### src/rtl/impulse_mac.sv
// Convolution MAC stage: accumulates sample x impulse-coefficient tap pairs on top of
// the dry sample once per ADC frame and emits one saturated 16-bit wet sample.
module impulse_mac #(
    parameter int MAX_TAPS    = 255,
    parameter int FRAC_SHIFT  = 8,
    parameter int SYNC_STAGES = 2
) (
    input  logic        clk,
    input  logic        rst_n,
    input  logic        adc_clock,
    input  logic [15:0] dry_in,
    input  logic        tap_valid,
    output logic        tap_ready,
    input  logic        tap_last,
    input  logic [15:0] impulse_word,
    input  logic [15:0] sample_word,
    output logic [15:0] data_out,
    output logic        out_valid,
    output logic        busy,
    output logic        sat_flag,
    output logic        overrun_flag
);

    localparam int CNT_W = $clog2(MAX_TAPS + 1);

    typedef enum logic [1:0] {
        IDLE  = 2'd0,
        ACCUM = 2'd1,
        CLIP  = 2'd2,
        OUT   = 2'd3
    } state_t;

    state_t                   state;
    logic [SYNC_STAGES-1:0]   sync_q;
    logic                     sync_d;
    logic                     start;
    logic                     pending;
    logic signed [31:0]       acc;
    logic [CNT_W-1:0]         tap_cnt;
    logic [CNT_W-1:0]         tap_cnt_inc;

    logic signed [24:0]       prod;
    logic signed [31:0]       prod_ext;
    logic signed [31:0]       term;
    logic signed [31:0]       dry_scaled;
    logic signed [31:0]       shifted;
    logic [15:0]              clipped;
    logic                     clip_hit;
    logic                     unused_offsets;

    // Offset fields are consumed by the memory controller, not by this stage.
    assign unused_offsets = ^impulse_word[15:9];

    assign start       = sync_q[SYNC_STAGES-1] & ~sync_d;
    assign tap_ready   = (state == ACCUM);
    assign busy        = (state != IDLE);
    assign tap_cnt_inc = tap_cnt + 1'b1;

    assign prod       = $signed(sample_word) * $signed({1'b0, impulse_word[7:0]});
    assign prod_ext   = {{7{prod[24]}}, prod};
    assign term       = impulse_word[8] ? -prod_ext : prod_ext;
    assign dry_scaled = $signed({{16{dry_in[15]}}, dry_in}) <<< FRAC_SHIFT;
    assign shifted    = acc >>> FRAC_SHIFT;

    // NOTE: every output of a combinational block gets a default first, so no path
    // leaves it unassigned and no latch is inferred.
    always_comb begin
        clipped  = shifted[15:0];
        clip_hit = 1'b0;
        if (shifted > 32'sd32767) begin
            clipped  = 16'h7FFF;
            clip_hit = 1'b1;
        end else if (shifted < -32'sd32768) begin
            clipped  = 16'h8000;
            clip_hit = 1'b1;
        end
    end

    // NOTE: sequential state uses non-blocking assignments only, so every register
    // samples pre-edge values regardless of statement order.
    always_ff @(posedge clk or negedge rst_n) begin
        if (!rst_n) begin
            state        <= IDLE;
            sync_q       <= '0;
            sync_d       <= 1'b0;
            pending      <= 1'b0;
            acc          <= '0;
            tap_cnt      <= '0;
            data_out     <= '0;
            out_valid    <= 1'b0;
            sat_flag     <= 1'b0;
            overrun_flag <= 1'b0;
        end else begin
            sync_q    <= {sync_q[SYNC_STAGES-2:0], adc_clock};
            sync_d    <= sync_q[SYNC_STAGES-1];
            out_valid <= 1'b0;

            // Frame edges arriving while a frame is in flight queue one frame deep.
            if (start && state != IDLE) begin
                pending <= 1'b1;
                if (pending) overrun_flag <= 1'b1;
            end

            case (state)
                IDLE: begin
                    if (start || pending) begin
                        acc     <= dry_scaled;
                        tap_cnt <= '0;
                        pending <= pending & start;
                        state   <= ACCUM;
                    end
                end
                ACCUM: begin
                    if (tap_valid) begin
                        acc     <= acc + term;
                        tap_cnt <= tap_cnt_inc;
                        if (tap_last) begin
                            state <= CLIP;
                        end else if (tap_cnt_inc == CNT_W'(MAX_TAPS)) begin
                            state        <= CLIP;
                            overrun_flag <= 1'b1;
                        end
                    end
                    if (start) begin
                        overrun_flag <= 1'b1;
                        state        <= CLIP;
                    end
                end
                CLIP: begin
                    data_out  <= clipped;
                    out_valid <= 1'b1;
                    if (clip_hit) sat_flag <= 1'b1;
                    state <= OUT;
                end
                OUT: begin
                    state <= IDLE;
                end
                default: state <= IDLE;
            endcase
        end
    end

endmodule

### config.mk
export PLATFORM = sky130hd
export DESIGN_NAME = impulse_mac
export DESIGN_NICKNAME = d
export VERILOG_FILES = /design/src/rtl/impulse_mac.sv
export SDC_FILE = /design/constraint.sdc
export NUM_CORES = 1
export LEC_CHECK = 0
export ABC_AREA = 1
export CAP_MARGIN = 10
export CORE_MARGIN = 2
export CORE_UTILIZATION = 62
export DETAILED_ROUTE_END_ITERATION = 7
export PLACE_DENSITY = 0.94
export SLEW_MARGIN = 20
export SYNTH_ARGS = -nofsm -noshare
export SYNTH_HDL_FRONTEND = slang
export SYNTH_SLANG_ARGS = --single-unit
export TNS_END_PERCENT = 20
### constraint.sdc
create_clock -name clk -period 3.2 [get_ports clk]
set_clock_uncertainty 0.15 [all_clocks]
set_input_delay 0.48 -clock clk [delete_from_list [all_inputs] [get_ports clk]]
set_output_delay 0.48 -clock clk [all_outputs]
set_load 0.01 [all_outputs]
==> qor.yml, run 1 <==
synthTopCellsByArea: "fa_1, dfrtp_1, nand2_1"
cts.htree.levels: 3
synth_cells: 1500
yosysSeqAreaShare_pct: 15.7
synth_top_cell_area_share_pct: 19.9
yosysWarnings: 0
dieWidth_um: 133
synth_fp_nets: 1747
die_h_um: 133
run_status: "did not finish"
place_congestion: 1.01
ios: 74
synth_area_per_cell_um2: 6.92
dpl.hpwl_um: 28800
grt_pass1_vias: 17688
grt_pass1_wl_um: 115000
core.rowCount: 47
portBuffers: 66
track_usage_pct: 84.9
firstError: "[ERROR GRT-0116] Global routing finished with congestion. Check the congestion regions in the DRC Viewer."
place_area_um2: 13200
cts_buffers: 9
syn_area_um2: 10400
numClockSinks: 65
grt_overflow_total: 400
stop_stage: "global routing"
clock_path_buffers: 2
clockRootBuffer: "clkbuf_16"
grt_max_degree: 57
start_util_pct: 63.1
synthDistinctLibCells: 47
yosysTopAreaCell: "fa_1"
ys_seq_elements: 65
[cells in the mapped netlist, drive strengths merged]
cell type	n
or2	2
o31ai	2
clkbuf	45
a21o	5
ha	91
nand3b	6
o21a	3
nor3	10
nor2	91
a21oi	75
and2	4
o21bai	5
mux2	1
nand2b	1
xor2	34
fa	103
o211ai	8
buf	3
o221ai	1
a31oi	5
nand2	387
a21boi	3
o21ai	61
inv	372
nor4	7
xnor2	14
nand3	57
nor3b	1
a22o	1
nand4	13
dfrtp	65
and3	1
o22ai	23
[repair_timing]
| action | 4_1_cts |
|---|---|
| resized for setup | 365 |
| setup buffers | 54 |
| cloned | 5 |
| hold buffers | 1 |
| pin swaps | 142 |
| endpoints found under the hold margin | 9 |
| setup endpoints to repair | 30 |
[layer usage]
metal,global-route usage [%],GRT overflow
met1,83.6,7
met2,102,270
met3,71.1,3
met4,85.0,120
met5,33.9,0
[cell families after synthesis]
family,after synthesis,synth area share (%)
flops,65,15.7
fa+ha+maj,194,30.8
mux,1,0.108
simple gates,580,23.5
buf+inv,420,15.3
xor+xnor,48,4.12
compound gates,192,10.4
[metrics by stage]
step | setup slack [ns] | hold slack, ns | setup TNS [ns] | cells | utilization (%)
after detailed placement | -4.24 | 0.193 | -101.65 | 1944 | 80.4
after global placement | -3.69 | 0.183 | -89.17 | 1944 | 80.4
after CTS | -3.18 | 0.206 | -73.39 | 2020 | 91.1
after floorplan | -2.95 | 0.0344 | -64.96 | 1500 | -
==> inputs of run 2 (changes only) <==
--- a/config.mk
+++ b/config.mk
@@ -8,9 +8,9 @@
 export ABC_AREA = 1
 export CAP_MARGIN = 10
 export CORE_MARGIN = 2
-export CORE_UTILIZATION = 62
+export CORE_UTILIZATION = 40
 export DETAILED_ROUTE_END_ITERATION = 7
-export PLACE_DENSITY = 0.94
+export PLACE_DENSITY_LB_ADDON = 0.15
 export SLEW_MARGIN = 20
 export SYNTH_ARGS = -nofsm -noshare
 export SYNTH_HDL_FRONTEND = slang
==> qor.yml, run 2 <==
synthDistinctLibCells: 47  # unchanged
start_util_pct: 41.0  # was 63.1%
maxCapViolCount: 0
antenna_found_initial: 0
cp_common_cell: "buf_4"
maxSlewViolCount: 0
synth_top_family_by_area: "adder cells"  # unchanged
synth_top_cell_area_share_pct: 19.9  # unchanged
cts.htree.levels: 3  # unchanged
finalCriticalPeriod_ns: 6.32
layout_common_cells: "inv_1, nand2_1, buf_4, fa_1, nand2_2"
wire_per_inst_um: 13.5
worstHoldPathType: "in -> async"
violations: "negative setup slack"
synth-edff-count: 0  # unchanged
whs_ns: 0.0403
hold_violations: 0
synth_compound_area_share_pct: 10.4  # unchanged
final_common_cell: "inv_1"
dr.pass1.iters: 7
dieArea_um2: 27300
synth_ff_type: "dfrtp_1"  # unchanged
synth-xor-area-share_pct: 4.12  # unchanged
detail_route.vias_per_cell: 4.79
grt_max_degree: 38
path_clk_slew_ns: 0.06
yosysTopAreaCell: "fa_1"  # unchanged
numClockSinks: 65  # unchanged
largest_register_ffs: 32
slowest_stage: "fa_1"
synth_async_sr_flop_share_pct: 100  # unchanged
grt_pass1_wl_um: 49600
synthTopCellsByArea: "fa_1, dfrtp_1, nand2_1"  # unchanged
crit_type: "in -> reg"
place_congestion: 0.881  # was 1.01
setup_viol: 28
synth_commonest_cells: "nand2_1, inv_1, fa_1"  # unchanged
end_kind: "flip-flop"
synth_cells: 1500  # unchanged
synth_area_per_cell_um2: 6.92  # unchanged
cts_buffers: 9  # unchanged
antenna_cells: 0
worst_slack_ns: -3.12
routed_wl_um: 29200
portBuffers: 66  # unchanged
track_usage_pct: 22.7
muxShareOfSynthArea_pct: 0.108  # unchanged
timing.fmax_mhz: 158
run_status: "finished with violations"  # was did not finish
drcViolationCount: 0
reg_top3: "acc x32, data_out x16, tap_cnt x8"
crit_path_max_incr_delay_ns: 0.55
period_share_pct: 197
syn_to_final_growth_pct: 47.1
fin_cells: 2161
rsz0062_at_grt: "true"
relSlewSlack_pct: 53.2
fillCellCount: 2312
worstMarginPinSlew_ns: 0.702
ant_nets: 0
ff2ff_path_depth: 16
multiInputGateArea_um2: 8420
syn_area_um2: 10400  # unchanged
top_register: "acc"
clk_latency_ns: 0.34
synth_fp_nets: 1747  # unchanged
rrSetupSlack_ns: 0.46
dp.cells: 2081  # was 1944
core.rowCount: 58  # was 47
ios: 74  # unchanged
die_h_um: 165  # was 133 µm
clockRootBuffer: "clkbuf_16"  # unchanged
reg2reg_from: "acc[2]"
yosysWarnings: 0  # unchanged
grt_overflow_total: 0
synth-adder-area-share_pct: 30.8  # unchanged
path_max_fanout: 4
ys_seq_elements: 65  # unchanged
regArea_um2: 1630
required_ns: 3.28
dieWidth_um: 165  # was 133 µm
synth_most_common_cell: "nand2_1"  # unchanged
clock_path_buffers: 2  # unchanged
hold_buffers: 0  # was 1
core_um2: 25300
yosysSeqAreaShare_pct: 15.7  # unchanged
drive_gt1_share_pct: 33.6
yosys.area_share.simple_pct: 23.5  # unchanged
worst_setup_path_start_kind: "input port"
cts_tree: "yes"
drt_iter0_markers: 605
grt_pass1_vias: 10564
r2r_end: "acc[27]"
dpl.hpwl_um: 22800  # was 28800 µm
cp.arrival_ns: 6.40
vias: 10357
nNetsFinal: 2074
## run 2: cell counts after synthesis
No cell type changed its count.
## run 2: timing repair
action                                  4_1_cts  5_1_grt
cloned                                        5        0
setup buffers                                43       18
resized for setup                           255      138
endpoints found under the setup margin       29       29
pin swaps                                    93       88
## run 2: kinds of logic after synthesis
logic type | Yosys count
xor+xnor | 48
flops | 65
mux | 1
compound gates | 192
fa+ha+maj | 194
buf+inv | 420
simple gates | 580
## run 2: final cells by class
| class | instances | area share, % |
|---|---|---|
| sequential | 65 | 10.7 |
| multi-input combinational | 1015 | 55.1 |
| tap | 330 | 2.70 |
| clock buffer | 11 | 1.66 |
| timing repair buffer | 364 | 20.3 |
| clock inverter | 4 | 0.344 |
| inverter | 372 | 9.18 |
## run 2: per-layer routing
metal  global-route usage [%]  vias up  part of all wire, %
li1                         -     5205                    -
met1                     31.0     4934                   46
met2                     38.8      194                   49
met3                     3.32       24                  4.8
met4                     3.72        0                  1.0
met5                        0        -                    0
## run 2: per-stage QoR
stage / TNS [ns] / area [µm²] / util (%) / setup slack [ns]
4_1_cts: -72.86 / 14800 / 58.5 / -3.07
5_1_grt: -80.90 / 15300 / 60.3 / -3.38
6_report: -73.41 / 15300 / 60.3 / -3.12
3_3_place_gp: -94.08 / 13500 / 53.5 / -4.00
2_1_floorplan: -64.96 / 11000 / - / -2.95
3_5_place_dp: -95.39 / 13500 / 53.5 / -4.02
## run 2: worst max-delay path by stage
stage                         start  endpoint  slack (ns)  cells after the start
finish              impulse_word[0]   acc[31]       -3.12                     37
floorplan           impulse_word[1]   acc[30]       -2.95                     35
global placement    impulse_word[0]   acc[30]       -4.00                     38
detailed placement  impulse_word[0]   acc[30]       -4.02                     38
global route         sample_word[5]   acc[28]       -3.38                     38
CTS                 sample_word[15]   acc[31]       -3.07                     36
## run 2: worst max-delay path, delay by kind of cell
family	cells	cell delay (ns)
fa+ha+maj	6	2.59
compound gates	5	0.67
buf+inv	12	1.21
xor+xnor	2	0.42
simple gates	12	1.03
Power of run 2 is left out: the tool's default activity adds up to more than one toggle a clock period on the data nets, which glitch-free logic cannot reach.
==> inputs of run 3 (changes only) <==
--- a/config.mk
+++ b/config.mk
@@ -7,10 +7,10 @@
 export LEC_CHECK = 0
 export ABC_AREA = 1
 export CAP_MARGIN = 10
-export CORE_MARGIN = 2
 export CORE_UTILIZATION = 40
 export DETAILED_ROUTE_END_ITERATION = 7
 export PLACE_DENSITY_LB_ADDON = 0.15
+export SETUP_SLACK_MARGIN = 0.5
 export SLEW_MARGIN = 20
 export SYNTH_ARGS = -nofsm -noshare
 export SYNTH_HDL_FRONTEND = slang
==> qor.yml, run 3 (synthesis results as in run 2) <==
place_congestion: 0.899  # was 0.881
largest_register_ffs: 32  # unchanged
grt_pass1_vias: 10817  # was 10564
dieArea_um2: 26600  # was 27300 µm²
run_status: "finished with violations"  # unchanged
maxSlewViolCount: 0  # unchanged
setup_viol: 28  # unchanged
reg2reg_from: "acc[0]"  # was acc[2]
relSlewSlack_pct: 65.6  # was 53.2%
end_kind: "flip-flop"  # unchanged
layout_common_cells: "inv_1, nand2_1, buf_4, fa_1, nand2_2"  # unchanged
vias: 10410  # was 10357
r2r_end: "acc[30]"  # was acc[27]
dpl.hpwl_um: 22400  # was 22800 µm
startpoint: "impulse_word[2]"  # was impulse_word[0]
critPathTopFamily: "adder cells"  # unchanged
worstMarginPinSlew_ns: 0.515  # was 0.702 ns
rrSetupSlack_ns: 0.38  # was 0.46 ns
worst_setup_path_start_kind: "input port"  # unchanged
worst_slack_ns: -3.08  # was -3.12 ns
final_common_cell: "inv_1"  # unchanged
slowest_stage: "fa_1"  # unchanged
antenna_found_initial: 0  # unchanged
portBuffers: 66  # unchanged
wire_per_inst_um: 13.7  # was 13.5 µm
crit_path_max_incr_delay_ns: 0.55  # about the same
clockRootBuffer: "clkbuf_16"  # unchanged
hold_buffers: 0  # unchanged
ios: 74  # unchanged
drcViolationCount: 0  # unchanged
nNetsFinal: 2066  # was 2074
track_usage_pct: 23.5  # was 22.7%
critical_path_buf_inv_count: 8  # was 12
hold_violations: 0  # unchanged
drive_gt1_share_pct: 33.5  # was 33.6%
ant_nets: 0  # unchanged
die_h_um: 163  # was 165 µm
finalCriticalPeriod_ns: 6.28  # was 6.32 ns
dr.pass1.iters: 5  # was 7
cp.arrival_ns: 6.33  # was 6.40 ns
numClockSinks: 65  # unchanged
path_depth: 37  # unchanged
grt_overflow_total: 0  # unchanged
multiInputGateArea_um2: 8500  # was 8420 µm²
syn_to_final_growth_pct: 47.4  # was 47.1%
routed_wl_um: 29600  # was 29200 µm
path_max_fanout: 6  # was 4
rsz0062_at_grt: "true"  # unchanged
cts_buffers: 9  # unchanged
setup_tns_ns: -69.04  # was -73.41 ns
regArea_um2: 1630  # unchanged
clock_path_buffers: 2  # unchanged
maxCapViolCount: 0  # unchanged
core_um2: 25300  # unchanged
start_util_pct: 41.0  # unchanged
worstHoldPathType: "in -> async"  # unchanged
drt_iter0_markers: 595  # was 605
crit_type: "in -> reg"  # unchanged
ff2ff_path_depth: 20  # was 16
path_clk_slew_ns: 0.07  # was 0.06 ns
required_ns: 3.25  # was 3.28 ns
grt_pass1_wl_um: 50500  # was 49600 µm
top_register: "acc"  # unchanged
timing.fmax_mhz: 159  # was 158 MHz
fillCellCount: 2302  # was 2312
core.rowCount: 58  # unchanged
period_share_pct: 196  # was 197%
clk_latency_ns: 0.34  # about the same
antenna_cells: 0  # unchanged
cts_tree: "yes"  # unchanged
reg_top3: "acc x32, data_out x16, tap_cnt x8"  # unchanged
dieWidth_um: 163  # was 165 µm
violations: "negative setup slack"  # unchanged
grt_max_degree: 66  # was 38
cp_common_cell: "fa_1"  # was buf_4
detail_route.vias_per_cell: 4.83  # was 4.79
cts.htree.levels: 3  # unchanged
## run 3: per-layer routing
| metal | vias to the layer above | wire (µm) | global-route usage, % |
|---|---|---|---|
| met2 | 182 | 14500 | 40.9 |
| met1 | 5007 | 13400 | 31.4 |
| met4 | 0 | 210 | 3.27 |
| li1 | 5197 | - | - |
| met5 | - | 0 | 0 |
| met3 | 24 | 1420 | 3.63 |
## run 3: worst max path at each step
stage	to	slack [ns]
after floorplan	acc[30]	-2.95
after global placement	acc[30]	-3.97
after detailed placement	acc[30]	-3.97
after CTS	acc[30]	-3.00
after global routing	acc[30]	-3.45
final	acc[30]	-3.08
## run 3: final cells by class
type,count,area share [%]
clock inverter,6,0.286
sequential,65,10.6
timing repair buffer,356,20.2
multi-input combinational,1015,55.6
tap,330,2.70
inverter,372,9.14
clock buffer,10,1.50
## run 3: what timing repair did
item | CTS | global route
pin swaps | 156 | 61
buffers inserted | 47 | 9
resized for setup | 307 | 75
cloned | 6 | 0
endpoints found under the setup margin | 31 | 30
## run 3: metrics by stage
| step | instance area, µm² | cells | hold WS [ns] | setup WS (ns) | util [%] |
|---|---|---|---|---|---|
| final | 15300 | 2154 | 0.0146 | -3.08 | 60.4 |
| after global routing | 15300 | 2154 | 0.0374 | -3.45 | 60.4 |
| after CTS | 15000 | 2145 | 0.0279 | -3.00 | 59.2 |
| after detailed placement | 13500 | 2076 | 0.188 | -3.97 | 53.4 |
| after global placement | 13500 | 2076 | 0.183 | -3.97 | 53.4 |
| after floorplan | 11000 | 1500 | 0.0344 | -2.95 | - |
Power of run 3 is left out for the same reason.
==> inputs of run 4 (changes only) <==
--- a/config.mk
+++ b/config.mk
@@ -6,8 +6,9 @@
 export NUM_CORES = 1
 export LEC_CHECK = 0
 export ABC_AREA = 1
+export ABC_CLOCK_PERIOD_IN_PS = 3200
 export CAP_MARGIN = 10
-export CORE_UTILIZATION = 40
+export CORE_UTILIZATION = 60
 export DETAILED_ROUTE_END_ITERATION = 7
 export PLACE_DENSITY_LB_ADDON = 0.15
 export SETUP_SLACK_MARGIN = 0.5
==> qor.yml, run 4 <==
portBuffers: 66  # unchanged
yosysTopAreaCell: "fa_1"  # unchanged
yosys.area_share.simple_pct: 23.5  # unchanged
synth-edff-count: 0  # unchanged
synth_async_sr_flop_share_pct: 100  # unchanged
clock_path_buffers: 2  # unchanged
synth_most_common_cell: "nand2_1"  # unchanged
yosysSeqAreaShare_pct: 15.7  # unchanged
timing.grt.repair.worst_endpoint: "acc[30]$_DFFE_PN0P_/D"
start_util_pct: 62.0  # was 41.0%
synth-xor-area-share_pct: 4.12  # unchanged
synthDistinctLibCells: 47  # unchanged
stop_stage: "global routing"
ys_seq_elements: 65  # unchanged
worst-ep-kind: "sequential cell input"
grt_overflow_total: 4
synthTopCellsByArea: "fa_1, dfrtp_1, nand2_1"  # unchanged
run_status: "did not finish"  # was finished with violations
cts.htree.levels: 3  # unchanged
synth_fp_nets: 1747  # unchanged
synth_ff_type: "dfrtp_1"  # unchanged
dpl.hpwl_um: 22700  # was 22400 µm
cts_buffers: 9  # unchanged
synth_commonest_cells: "nand2_1, inv_1, fa_1"  # unchanged
grt_max_degree: 66
numClockSinks: 65  # unchanged
dp.cells: 1980  # was 2076
ios: 74  # unchanged
core.rowCount: 47  # was 58
yosysWarnings: 0  # unchanged
synth_compound_area_share_pct: 10.4  # unchanged
synth_area_per_cell_um2: 6.92  # unchanged
synth_top_cell_area_share_pct: 19.9  # unchanged
syn_area_um2: 10400  # unchanged
die_h_um: 134  # was 163 µm
place_congestion: 0.940  # was 0.899
synth-adder-area-share_pct: 30.8  # unchanged
firstError: "[ERROR GRT-0232] Routing congestion too high. Check the congestion heatmap in the GUI."
synth_cells: 1500  # unchanged
dieWidth_um: 134  # was 163 µm
synth_top_family_by_area: "adder cells"  # unchanged
clockRootBuffer: "clkbuf_16"  # unchanged
hold_buffers: 0  # unchanged
track_usage_pct: 64.1
muxShareOfSynthArea_pct: 0.108  # unchanged
==> run 4: cells by family after synthesis <==
kind of cell | after synthesis
compound gates | 192
xor+xnor | 48
fa+ha+maj | 194
buf+inv | 420
flops | 65
mux | 1
simple gates | 580
==> run 4: layer usage <==
layer  global-route usage [%]  overflow
met5                     11.1         0
met1                     65.0         0
met2                     85.2         0
met4                     58.8         4
met3                     45.4         0
==> run 4: per-stage QoR <==
step / hold slack [ns] / cell area [µm²] / setup WS, ns / utilization [%] / setup TNS [ns]
CTS: 0.208 / 14800 / -3.16 / 88.3 / -72.27
detailed placement: 0.216 / 13500 / -4.10 / 80.3 / -95.24
global placement: 0.191 / 13500 / -4.01 / 80.3 / -92.08
floorplan: 0.0344 / 11000 / -2.95 / - / -64.95
==> run 4: timing repair <==
| action | in CTS |
|---|---|
| resized for setup | 245 |
| setup buffers | 53 |
| cloned | 3 |
| pin swaps | 141 |
| endpoints found under the setup margin | 31 |
==> RTL change 1, RTL diff (config.mk and constraints of run 2) <==
Change the parameter `MAX_TAPS` from 255 to 510.
--- a/src/rtl/impulse_mac.sv
+++ b/src/rtl/impulse_mac.sv
@@ -1,7 +1,7 @@
 // Convolution MAC stage: accumulates sample x impulse-coefficient tap pairs on top of
 // the dry sample once per ADC frame and emits one saturated 16-bit wet sample.
 module impulse_mac #(
-    parameter int MAX_TAPS    = 255,
+    parameter int MAX_TAPS    = 510,
     parameter int FRAC_SHIFT  = 8,
     parameter int SYNC_STAGES = 2
 ) (
Check against the original RTL: no difference found for any inputs over 4 cycles, from zero or initial values and one cycle with rst_n low; that may be too few to reach the edited logic, so the function may still have changed.
==> RTL change 1 against run 2 <==
- the flow still finishes with violations (negative setup slack)
- cell area increased by 1.8%
- register-to-register slack gained 0.20 ns
- sequential cell count is 1 higher
- setup slack improved by 0.16 ns
- synthesized area up 3.1%
- routed wire length rose by 4.8%
- critical path type unchanged
- largest cell class unchanged
Power is left out: the tool's default activity adds up to more than one toggle a clock period on the data nets, which glitch-free logic cannot reach.
==> RTL change 1: results (changes against run 2) <==
[setup_path]
arrival_ns = 6.20  ; was 6.40 ns
reg2reg_from = acc[4]  ; was acc[2]
crit_path_max_incr_delay_ns = 0.61  ; was 0.55 ns
crit_slowest_cell = fa_2  ; was fa_1

[layout]
buf_share = 0.191  ; was 0.203
nClkBuffers = 9  ; was 11
finalNonFillerCells = 2226  ; was 2161
inverters = 395  ; was 372
fill_cells = 2413  ; was 2312
seq_share = 0.106  ; was 0.107

[detailed_routing]
drtIter0Drc = 599  ; was 605
via_per_inst = 4.87  ; was 4.79
totalWireLength_um = 30600  ; was 29200 µm

[logic_synthesis]
postSynthCellCount = 1577  ; was 1500
synth-seq-area-share = 0.154  ; was 0.157
synth_cell_types = 51  ; was 47

[global_routing]
gr-usage-met2 = 0.394  ; was 0.388
grt_util_met1 = 0.304  ; was 0.310

[place]
dpl_cell_area_um2 = 13800  ; was 13500 µm²
place.gp.congestion = 0.877  ; was 0.881
place_ws_ns = -3.84  ; was -4.02 ns
hpwl_um = 23200  ; was 22800 µm

[status]
violations = negative setup slack  ; unchanged
status = complete, but fails checks  ; unchanged

[sta]
layout_setup_ws_ns = -2.96  ; was -3.12 ns
slew_headroom = 0.412  ; was 0.532
setup_violations = 29  ; was 28

==> RTL change 1: cell types whose count changed in the layout (fill, tap and decap cells not counted), sizes merged, moves of 3 or more <==
cell / delta
nand2: +54
inv: +24
buf: -19
a21oi: -9
nor3: +9
nand3: +7
clkbuf: -6
xnor2: -6
a21o: -4
o21ai: -4
dlygate4sd2: +3
nand4: +3
nor4: -3
==> RTL change 1: final timing paths <==
kind	cells past startpoint	endpoint	slack (ns)
min	2	tap_cnt[7]	0.16
min reg2reg	0	sync_q[1]	0.22
max in group asynchronous	2	acc[19]	2.13
max reg2reg	11	acc[24]	0.66
max	40	acc[29]	-2.96
min in group clk	0	sync_q[1]	0.22
==> RTL change 1: cell families (layout without fill, tap and decap cells) <==
| kind of cell | Yosys count | after routing |
|---|---|---|
| AOI/OAI and AO/OA | 183 | 183 |
| adders and majority gates | 195 | 195 |
| DFF | 66 | 66 |
| muxes | 1 | 1 |
| and+or+nand+nor | 648 | 648 |
| xor gates and xnor gates | 41 | 41 |
| buffers and inverters | 443 | 757 |
==> RTL change 2, RTL diff (flow settings as in run 2) <==
Without the edit above. Put one more register stage on the output `sat_flag`. The value now appears one clock later. The other outputs are not delayed to match.
--- a/src/rtl/impulse_mac.sv
+++ b/src/rtl/impulse_mac.sv
@@ -29,6 +29,8 @@
         CLIP  = 2'd2,
         OUT   = 2'd3
     } state_t;
+
+    logic sat_flag_s0;
 
     state_t                   state;
     logic [SYNC_STAGES-1:0]   sync_q;
@@ -88,7 +90,7 @@
             tap_cnt      <= '0;
             data_out     <= '0;
             out_valid    <= 1'b0;
-            sat_flag     <= 1'b0;
+            sat_flag_s0  <= 1'b0;
             overrun_flag <= 1'b0;
         end else begin
             sync_q    <= {sync_q[SYNC_STAGES-2:0], adc_clock};
@@ -129,7 +131,7 @@
                 CLIP: begin
                     data_out  <= clipped;
                     out_valid <= 1'b1;
-                    if (clip_hit) sat_flag <= 1'b1;
+                    if (clip_hit) sat_flag_s0 <= 1'b1;
                     state <= OUT;
                 end
                 OUT: begin
@@ -140,5 +142,9 @@
         end
     end
 
+    always_ff @(posedge clk) begin
+        sat_flag <= sat_flag_s0;
+    end
+
 endmodule
 
Formal check against the unedited RTL: not equivalent (a bounded check fails within 10 cycles, from zero or initial values and one cycle with rst_n low).
==> RTL change 2 against run 2 <==
- the run still ends with negative setup slack left
- highest routed layer unchanged
- cell area rose by 1.1%
- sequential cell count rose by 1
- synthesized area grew 1.4%
- synthesized cell count increased by 0.80%
- final cell count barely moved
- routed wire length is essentially flat
- largest cell class unchanged
- maximum frequency increased by 3.4%
- count of clock-buffer cells in the layout is 2 lower
- setup slack improved by 0.21 ns
- die area grew 1.3%
- critical endpoint is now acc[28]
Power is left out: the tool's default activity adds up to more than one toggle a clock period on the data nets, which glitch-free logic cannot reach.
==> RTL change 2: results (changes against run 2) <==
[status]
status = complete, but fails checks  ; unchanged
violations = negative setup slack  ; unchanged

[logic_synthesis]
ys_warn_count = 0  ; unchanged
syn_area_per_cell_um2 = 6.96  ; was 6.92 µm²
async_flop_share = 0.985  ; was 1.00
synth_fp_nets = 1759  ; was 1747
synth_commonest_cells = nand2_1, inv_1, fa_1  ; unchanged
synth_cell_types = 50  ; was 47
synth_area_leaders = fa_1, dfrtp_1, nand2_1  ; unchanged
ys.flop_type = dfrtp_1  ; unchanged
synth-seq-area-share = 0.156  ; was 0.157

[sta]
layout_setup_ws_ns = -2.91  ; was -3.12 ns
fin_tns_setup_ns = -68.07  ; was -73.41 ns
hold_ws_ns = 0.187  ; was 0.0403 ns
slew_headroom = 0.424  ; was 0.532
setup_violations = 29  ; was 28

[global_routing]
grt_pass1_vias = 10800  ; was 10600
grt.total_usage = 0.217  ; was 0.227
grt_util_met1 = 0.295  ; was 0.310
grt_pass1_wl_um = 50300  ; was 49600 µm
grt_max_degree = 66  ; was 38
use_met3 = 0.0198  ; was 0.0332
gr-usage-met2 = 0.383  ; was 0.388

[clocking]
clkTransAtPathRegs_ns = 0.07
clock-root-buffer = clkbuf_16  ; unchanged
clockBufferDepth = 2  ; unchanged
cts_htree_levels = 3  ; unchanged
cts_buffers = 9  ; unchanged

[setup_path]
r2r_cells = 13  ; was 16
reg2reg_from = acc[2]  ; unchanged
crit_path_max_incr_delay_ns = 0.54
crit_slowest_cell = fa_1  ; unchanged
cp_max_fo = 7  ; was 4
reg2reg_slack_ns = 0.66  ; was 0.46 ns
arrival_ns = 6.16  ; was 6.40 ns
rr_endpoint = acc[17]  ; was acc[27]

[layout]
fill_cells = 2383  ; was 2312
antennaDiodeCount = 0  ; unchanged
final_nets = 2066  ; was 2074
drive_above_1_share = 0.349  ; was 0.336
top_regs = acc x32, data_out x16, tap_cnt x8  ; unchanged

[place]
hpwl_um = 22600  ; was 22800 µm
port_buffers = 66  ; unchanged
dpl_cell_area_um2 = 13600  ; was 13500 µm²
place.gp.congestion = 0.872  ; was 0.881
place_ws_ns = -3.91  ; was -4.02 ns

[detailed_routing]
via_per_inst = 4.80  ; was 4.79
totalWireLength_um = 29200  ; about the same
dr.pass1.iters = 4  ; was 7
drtIter0Drc = 425  ; was 605
wire_per_inst_um = 13.5  ; about the same

[min_path]
hp-class = input port to asynchronous set/reset pin  ; unchanged

[RTL change 2: changes by cell type after synthesis, sizes merged, moves of 4 or more]
cell and delta:
nand2 +20, nor2 -10, o211ai +6, nand3b +4
o21ai -11, nor3 +7, a21o -4
[RTL change 2: kinds of logic (layout without fill, tap and decap cells)]
kind of cell,count (synthesis),count (layout),share of synthesized area
adder cells (fa/ha/maj),194,194,0.304
AO/OA/AOI/OAI,185,185,0.103
multiplexers,1,1,0.00107
flip-flops,66,66,0.156
XOR/XNOR,48,48,0.0399
AND/OR/NAND/NOR,597,597,0.245
buffers and inverters,421,733,0.151
[RTL change 2: worst max path at each step]
stage,from,endpoint,slack [ns],depth (start not counted)
after CTS,impulse_word[0],acc[28],-2.88,39
after global placement,sample_word[4],acc[28],-3.84,37
after floorplan,sample_word[15],acc[27],-2.86,34
final,impulse_word[0],acc[28],-2.91,36
after global routing,impulse_word[5],acc[27],-3.21,38
after detailed placement,sample_word[4],acc[28],-3.91,37
[RTL change 2: layout make-up]
class | instances | area [µm²] | share of cell area
flip-flops and latches | 66 | 1650 | 0.107
clock buffers | 9 | 225 | 0.0146
multi-input cells | 1025 | 8710 | 0.564
repair buffers | 342 | 2900 | 0.188
inverters | 375 | 1410 | 0.0914
well taps | 335 | 419 | 0.0272
clock inverters | 7 | 125 | 0.00811
[RTL change 2: metal layers]
| layer | vias up | share of wire |
|---|---|---|
| li1 | 5227 | - |
| met1 | 5021 | 0.48 |
| met2 | 91 | 0.49 |
| met3 | 27 | 0.019 |
| met4 | 0 | 0.010 |
| met5 | - | 0 |
[RTL change 2: what timing repair did]
action,in CTS,in global routing
gates cloned,4,0
hold buffers,0,0
buffers inserted,30,15
pin swaps,145,97
endpoints found under the hold margin,0,0
setup endpoints to repair,30,29
gates resized for setup,272,125
